[src/rtl/serial_arith_pkg.sv]
// Shared definitions for the bit-serial arithmetic blocks.
//   state_t     : FSM encoding used by serial_carry_adder (IDLE, RUN, DONE).
//   clog2_min1  : width of a counter that indexes 0..w-1, never narrower than 1 bit.
package serial_arith_pkg;

    typedef enum logic [1:0] {
        IDLE = 2'd0,
        RUN  = 2'd1,
        DONE = 2'd2
    } state_t;

    function automatic int clog2_min1(input int w);
        return (w <= 1) ? 1 : $clog2(w);
    endfunction

endpackage

[src/rtl/serial_carry_cell.sv]
// One bit position of a carry chain, built as the LUT + MUXCY + XORCY trio.
// Purely combinational.
//   a, b : operand bits
//   ci   : carry into this bit
//   o    : sum bit, ci ^ (a ^ b)
//   co   : carry out; the propagate bit selects ci, otherwise a (== b) generates
module serial_carry_cell (
    input  logic a,
    input  logic b,
    input  logic ci,
    output logic o,
    output logic co
);

    logic li;

    assign li = a ^ b;
    assign o  = ci ^ li;
    assign co = li ? ci : a;

endmodule

[src/rtl/serial_carry_adder.sv]
// Bit-serial adder: {COUT,S} = A + B + CIN, one bit per clock, LSB first.
// Operands are captured in parallel when START is accepted (IDLE or DONE),
// processed over WIDTH RUN cycles, and the result is held from the DONE
// pulse until the next accepted START.
//   C         : clock, rising edge
//   R         : synchronous active-high reset
//   START     : request, sampled only in IDLE or DONE
//   A, B, CIN : operands and carry-in, captured on the accepting edge
//   BUSY      : high while in RUN
//   DONE      : one-cycle pulse, S/COUT valid
//   S, COUT   : registered sum and carry-out
//   state_dbg : current FSM state
//
// Handshake: START is a level request; an accepting edge is any rising edge
// where START=1 and the FSM is in IDLE or DONE. START in RUN is ignored.
module serial_carry_adder #(
    parameter int WIDTH = 8
) (
    input  logic                     C,
    input  logic                     R,
    input  logic                     START,
    input  logic [WIDTH-1:0]         A,
    input  logic [WIDTH-1:0]         B,
    input  logic                     CIN,
    output logic                     BUSY,
    output logic                     DONE,
    output logic [WIDTH-1:0]         S,
    output logic                     COUT,
    output serial_arith_pkg::state_t state_dbg
);

    import serial_arith_pkg::*;

    localparam int            CW       = clog2_min1(WIDTH);
    localparam logic [CW-1:0] CNT_LAST = CW'(WIDTH - 1);

    state_t           state;
    state_t           state_next;

    logic [WIDTH-1:0] a_sh;
    logic [WIDTH-1:0] b_sh;
    logic [WIDTH-1:0] s_sh;
    logic [WIDTH-1:0] s_shifted;
    logic [WIDTH-1:0] s_q;
    logic             ci;
    logic             cout_q;
    logic [CW-1:0]    cnt;

    logic             bit_o;
    logic             bit_co;
    logic             accept;
    logic             last_bit;

    serial_carry_cell u_cell (
        .a  (a_sh[0]),
        .b  (b_sh[0]),
        .ci (ci),
        .o  (bit_o),
        .co (bit_co)
    );

    // Sum bits enter at the MSB so that after WIDTH shifts bit i sits at i.
    generate
        if (WIDTH == 1) begin : g_sum_w1
            assign s_shifted = bit_o;
        end else begin : g_sum_wn
            assign s_shifted = {bit_o, s_sh[WIDTH-1:1]};
        end
    endgenerate

    assign accept   = START && ((state == IDLE) || (state == serial_arith_pkg::DONE));
    assign last_bit = (state == RUN) && (cnt == CNT_LAST);

    // State register
    always_ff @(posedge C) begin
        if (R) begin
            state <= IDLE;
        end else begin
            state <= state_next;
        end
    end

    // Next-state logic
    always_comb begin
        state_next = state;
        case (state)
            IDLE: begin
                if (START) begin
                    state_next = RUN;
                end
            end
            RUN: begin
                if (cnt == CNT_LAST) begin
                    state_next = serial_arith_pkg::DONE;
                end
            end
            serial_arith_pkg::DONE: begin
                state_next = START ? RUN : IDLE;
            end
            default: begin
                state_next = IDLE;
            end
        endcase
    end

    // Datapath: operand shifters, carry, counter, result registers
    always_ff @(posedge C) begin
        if (R) begin
            a_sh   <= '0;
            b_sh   <= '0;
            s_sh   <= '0;
            ci     <= 1'b0;
            cnt    <= '0;
            s_q    <= '0;
            cout_q <= 1'b0;
        end else if (accept) begin
            a_sh <= A;
            b_sh <= B;
            ci   <= CIN;
            cnt  <= '0;
        end else if (state == RUN) begin
            a_sh <= a_sh >> 1;
            b_sh <= b_sh >> 1;
            s_sh <= s_shifted;
            ci   <= bit_co;
            cnt  <= cnt + CW'(1);
            if (last_bit) begin
                s_q    <= s_shifted;
                cout_q <= bit_co;
            end
        end
    end

    assign BUSY      = (state == RUN);
    assign DONE      = (state == serial_arith_pkg::DONE);
    assign S         = s_q;
    assign COUT      = cout_q;
    assign state_dbg = state;

endmodule

[config.mk]
export PLATFORM = sky130hd
export DESIGN_NAME = serial_carry_adder
export DESIGN_NICKNAME = d
export VERILOG_FILES = /design/src/rtl/serial_arith_pkg.sv /design/src/rtl/serial_carry_cell.sv /design/src/rtl/serial_carry_adder.sv
export SDC_FILE = /design/constraint.sdc
export NUM_CORES = 1
export LEC_CHECK = 0
export CAP_MARGIN = 5
export CORE_ASPECT_RATIO = 0.75
export CORE_UTILIZATION = 55
export DETAILED_ROUTE_END_ITERATION = 10
export DONT_BUFFER_PORTS = 1
export HOLD_SLACK_MARGIN = 0.08
export PLACE_DENSITY = 0.82
export SYNTH_ARGS = -nofsm -noshare
export SYNTH_HDL_FRONTEND = slang
export SYNTH_SLANG_ARGS = --single-unit
export TNS_END_PERCENT = 5
[constraint.sdc]
create_clock -name C -period 1.4 [get_ports C]
set_clock_uncertainty 0.15 [all_clocks]
set_input_delay 0.21 -clock C [delete_from_list [all_inputs] [get_ports C]]
set_output_delay 0.21 -clock C [all_outputs]
set_load 0.03 [all_outputs]
# After elaboration in Yosys (flattened, before gate mapping)
# Index checks and enable logic that the tools add are counted.
# classes
addsub	1
n_mul	0
div	0
order_cmp	0
n_eq_ne	5
n_shift	0
muxes	11
bitwise	3
n_reduce_logical	9
# op_table
op	count
8-bit 2-to-1 mux	4
2-bit one-hot mux with 3 select lines	1
1-bit 2-to-1 mux	4
2-bit 2-to-1 mux	2
2-bit AND reduction	2
3-bit by 1-bit adder with 3-bit output (second input constant)	1
3-bit == test (second input constant)	1
3-bit AND reduction	1
2-bit by 1-bit == test with 1-bit output (second input constant)	1
2-bit == test (second input constant)	1
1-bit logical AND	2
2-bit zero test	1
2-bit by 1-bit inequality test with 1-bit output (second input constant)	1
2-bit inequality test (second input constant)	1
2-bit nonzero test	1
2-bit OR reduction	1
1-bit XOR	2
1-bit logical OR	1
1-bit inverter	1
# totals
reg_bits	39
latchBits	0
mem_bits_rw	0
romBits	0
input_bits	20
output_inout_bits	13
word_cells	37
mem_count	0

# Depth between registers and ports, before layout
# logic_depth
depth_word	5
mapped_depth	6
ltp_nobuf	5

# Cells and area by module
# Synthesis repeated with hierarchy kept, for this count alone.
# hier_totals
cells_unflattened	178
area_unflattened_um2	1564.0
# modules_own_cells
mod	instances	cells_each	area_per_inst_um2
serial_carry_adder	1	176	1530.2
serial_carry_cell	1	2	33.8

# Worst setup path before layout
# OpenSTA, ideal clock, no wires.
# synth_timing
path_kind	register to register
from	register state[1], in the netlist state_dbg[1]
to	register a_sh[0]
setup_time_ns	0.132
arrival_time_ns	1.211
path_slack_ns	-0.093
stages_incl_launch_ff	7
n_path_buf	2
period_less_slack_ns	1.493
path_cell_list	dfxtp_1 nand2b_1 buf_6 inv_6 buf_6 a22oi_1 a21oi_1
# synth_via
elab_chain_cells	4
elab_cells_between_ends	7
cone_classes	2 x eq/ne; 1 x mux; 4 x reduce/logical
# synth_lines
element	line	rtl
start, declared	serial_carry_adder.sv:37	state_t state;
start signal, assigned	serial_carry_adder.sv:79	state <= state_next;
2-bit == test or 2-bit zero test (tied branches)	serial_carry_adder.sv:71	assign accept = START && ((state == IDLE) || (state == serial_arith_pkg::DONE));
1-bit logical OR	serial_carry_adder.sv:71	
1-bit logical AND	serial_carry_adder.sv:71	
8-bit 2-to-1 mux or 2-bit nonzero test (tied branches)	--	
end signal, assigned	serial_carry_adder.sv:122	a_sh <= a_sh >> 1;
end, declared	serial_carry_adder.sv:40	logic [WIDTH-1:0] a_sh;
# Parallel ways exist; a longest one is shown, timed or not.
# A chain may end at the register's enable or synchronous reset.

# Final worst setup path
# layout_timing
from	register state[1], in the netlist state_dbg[1]
to	output port DONE
# layout_via
elab_chain_cells	1
# layout_lines
element	line	rtl
2-bit == test	serial_carry_adder.sv:135	assign DONE = (state == serial_arith_pkg::DONE);
end, declared	serial_carry_adder.sv:26	output logic DONE,
# Every way passes these cells.

==> run summary <==
status: finished, violations left
violated checks: negative setup slack
clock buffer depth: 2
initial antenna violation count: 0
WP data required: 1.04 ns
Hold Vio Cnt, Final: 0
Core ar.: 2620 µm²
unrepaired setup endpoints after global routing: yes
vias per cell: 6.27
top cells by area, synth: dfxtp_1 (50%), a21oi_1 (10%), nand3_1 (8.5%)
htree depth: 2
Worst-path clk slew: 0.07 ns
max-slew violation count: 0
Sink Count: 38
P_leak: 0.711 nW
post-synthesis sequential area ratio: 0.496
IO Port Bufs: 0
critical path launch point type: flop
part of the cycle the worst path needs: 1.03
#FFs+latches synth: 38
Post-DP HPWL: 2230 µm
predominant post-synthesis flop cell: dfxtp_1
fmax: 691 MHz
CTS Buf Count: 5
die area: 3000 µm²
Worst VDD drop: 0.743 mV
WL/cell: 19.7 µm
synth warn: 0
pin count of the biggest net entering global routing: 39
first-pass GRT wire length: 6180 µm
crit path kind: reg2out
Util after Layout: 0.771
Final ANT Viol Nets: 0
detailed-route via count: 1473
Placement Cell Area: 1590 µm²
Slew headroom: 0.754
setup violators final: 5
sequential cell fraction of total power: 0.509
Mean Syn Cell Area: 8.91 µm²
HP Class: in2reg
Final Worst Setup Slack: -0.0481 ns
site row count: 16
most common cell in the synthesized netlist: dfxtp_1
slowest CP cell: dfxtp_2
CTS tree: yes
Net Count, Synth: 194
Filler Cell Count: 169
Largest delay share family, worst path: flip-flops
combinational power share: 0.142
CP max FO: 3
Design Power: 2.28 mW
number of global-route vias before repair: 1326
Syn-to-layout area delta: 31.8%
Mapped Area: 1530 µm²
CP Capture Type: output pin
DRT iter0 DRCs: 163
Total Routing Usage GR: 0.284
# diodes: 0
Sw Share: 0.269
pre-CTS WS: -0.0101 ns
die width: 63.0 µm
CP peak stage delay: 0.36 ns
Slew @ Worst Pin: 0.368 ns
Yosys top cell by area: dfxtp_1
DRT Wirelength: 4630 µm
Crit path buffers/inverters: 2
max-cap violation count: 0
share of post-route cells with drive strength above 1: 0.226
Post-synth EDFFs: 0
CTS root buffer: clkbuf_8
share of the synthesized area in the top cell type: 0.496
asr flop ratio synth: 0
worst skew pair latency: 0.30 ns
Synth cell types: 24
DR pass1 iterations: 5
initial core utilization: 0.584
Final Critical Period: 1.45 ns
PwrDens: 1130 nW/µm²
cell count after synthesis: 172
Remaining DRCs: 0
RePlAce Congestion: 0.719
most frequent cells after synthesis: dfxtp_1 (38), a21oi_1 (32), nand2_1 (27)
net switching power: 0.613 mW
Die H: 47.7 µm
internal power: 1.67 mW
nets: 220
grt total ovfl: 0
crit-path cells: buf_6 -> nor2b_1 -> buf_4
# IOs: 33
Critical Path AT: 1.09 ns
Clk network pwr share: 0.349
post-route cell area: 2020 µm²
## layer usage
metal | up-vias | global-route usage | wire (µm)
li1 | 657 | - | -
met1 | 693 | 0.309 | 1800
met2 | 93 | 0.503 | 2250
met3 | 30 | 0.0810 | 350
met4 | 0 | 0.214 | 221
met5 | - | 0 | 0
## path summary, 6_finish.rpt
| kind | cells after the start | slack [ns] | to | from |
|---|---|---|---|---|
| hold / removal | 4 | 0.17 | b_sh[4] | START |
| hold reg to reg | 2 | 0.32 | b_sh[4] | b_sh[4] |
| setup / recovery | 3 | -0.05 | DONE | state_dbg[1] |
| setup reg to reg | 6 | -0.01 | S[1] | cnt[0] |
## cell usage in the layout, fill, tap and decap left out
cell type | Yosys | routed
dfxtp_4 | 0 | 1
nand2b_1 | 2 | 1
nand2b_4 | 0 | 1
clkbuf_8 | 0 | 6
dfxtp_1 | 38 | 34
dlygate4sd3_1 | 0 | 18
buf_12 | 0 | 4
nand2_2 | 0 | 1
nand2_1 | 27 | 26
nor2_1 | 2 | 2
o21a_1 | 1 | 1
nor3_1 | 2 | 2
dfxtp_2 | 0 | 3
clkinvlp_4 | 0 | 1
ha_4 | 0 | 2
nand3_1 | 26 | 26
buf_6 | 3 | 4
a21oi_1 | 32 | 23
a22oi_2 | 0 | 2
xor3_1 | 1 | 1
inv_4 | 0 | 1
buf_4 | 2 | 7
nor2b_1 | 2 | 2
nand3b_1 | 1 | 1
clkinv_2 | 0 | 1
xnor2_1 | 1 | 1
a22oi_1 | 14 | 12
mux2i_1 | 2 | 2
inv_8 | 0 | 1
a21oi_2 | 0 | 9
nor3_2 | 1 | 1
a31oi_1 | 1 | 1
maj3_1 | 1 | 1
## per-stage QoR
| step | std cells | hold WS [ns] | setup TNS, ns |
|---|---|---|---|
| after detailed placement | 203 | 0.135 | -0.0101 |
| after floorplan | 172 | 0.196 | -0.153 |
| after CTS | 233 | 0.170 | -0.0292 |
| after global routing | 235 | 0.184 | -0.382 |
| final | 235 | 0.174 | -0.0657 |
| after global placement | 203 | 0.134 | 0 |
## cell families after synthesis
group           count (synthesis)  share of synthesized area
flops                          38                      0.496
mux                             2                     0.0131
simple gates                   63                      0.190
xor+xnor                        2                     0.0212
compound gates                 48                      0.182
fa+ha+maj                       3                     0.0229
buf+inv                        16                     0.0743
## worst reg2reg max path: stages, from the launching register on
cell      delay (ns)
dfxtp_2         0.34
ha_4            0.17
ha_4            0.15
nand3b_1        0.17
buf_6           0.16
nand2_2         0.06
a21oi_2         0.15
## cell type report
cell class	instances	area, µm²	area share
Clock buffer	6	82.6	0.0409
Multi-Input combinational cell	118	737	0.365
Timing Repair Buffer	33	358	0.177
Clock inverter	2	12.5	0.00619
Sequential cell	38	768	0.380
Inverter	1	11.3	0.00557
Timing Repair inverter	1	6.26	0.00310
Tap cell	36	45.0	0.0223
## state kept, by name (all words and copies together) (netlist names)
name       flops
ci             1
state_dbg      2
cnt            3
s_sh           7
S              8
COUT           1
a_sh           8
b_sh           8
## power by group through the flow
stage | Combinational (mW) | Sequential, mW | Clock, mW
after global placement | 0.200 | 1.17 | 0
after detailed placement | 0.213 | 1.17 | 0
after global routing | 0.342 | 1.16 | 0.831
after floorplan | 0.184 | 1.17 | 0
after CTS | 0.295 | 1.15 | 0.787
final | 0.325 | 1.16 | 0.795
## what timing repair did
item / in CTS / in global routing
cloned: 1 / 1
endpoints found under the setup margin: 7 / 13
pin swaps: 3 / 9
hold buffers: 19 / 0
endpoints found under the hold margin: 38 / 0
gates resized for setup: 7 / 21
setup buffers: 2 / 1
(Power assumes the default switching activity.)
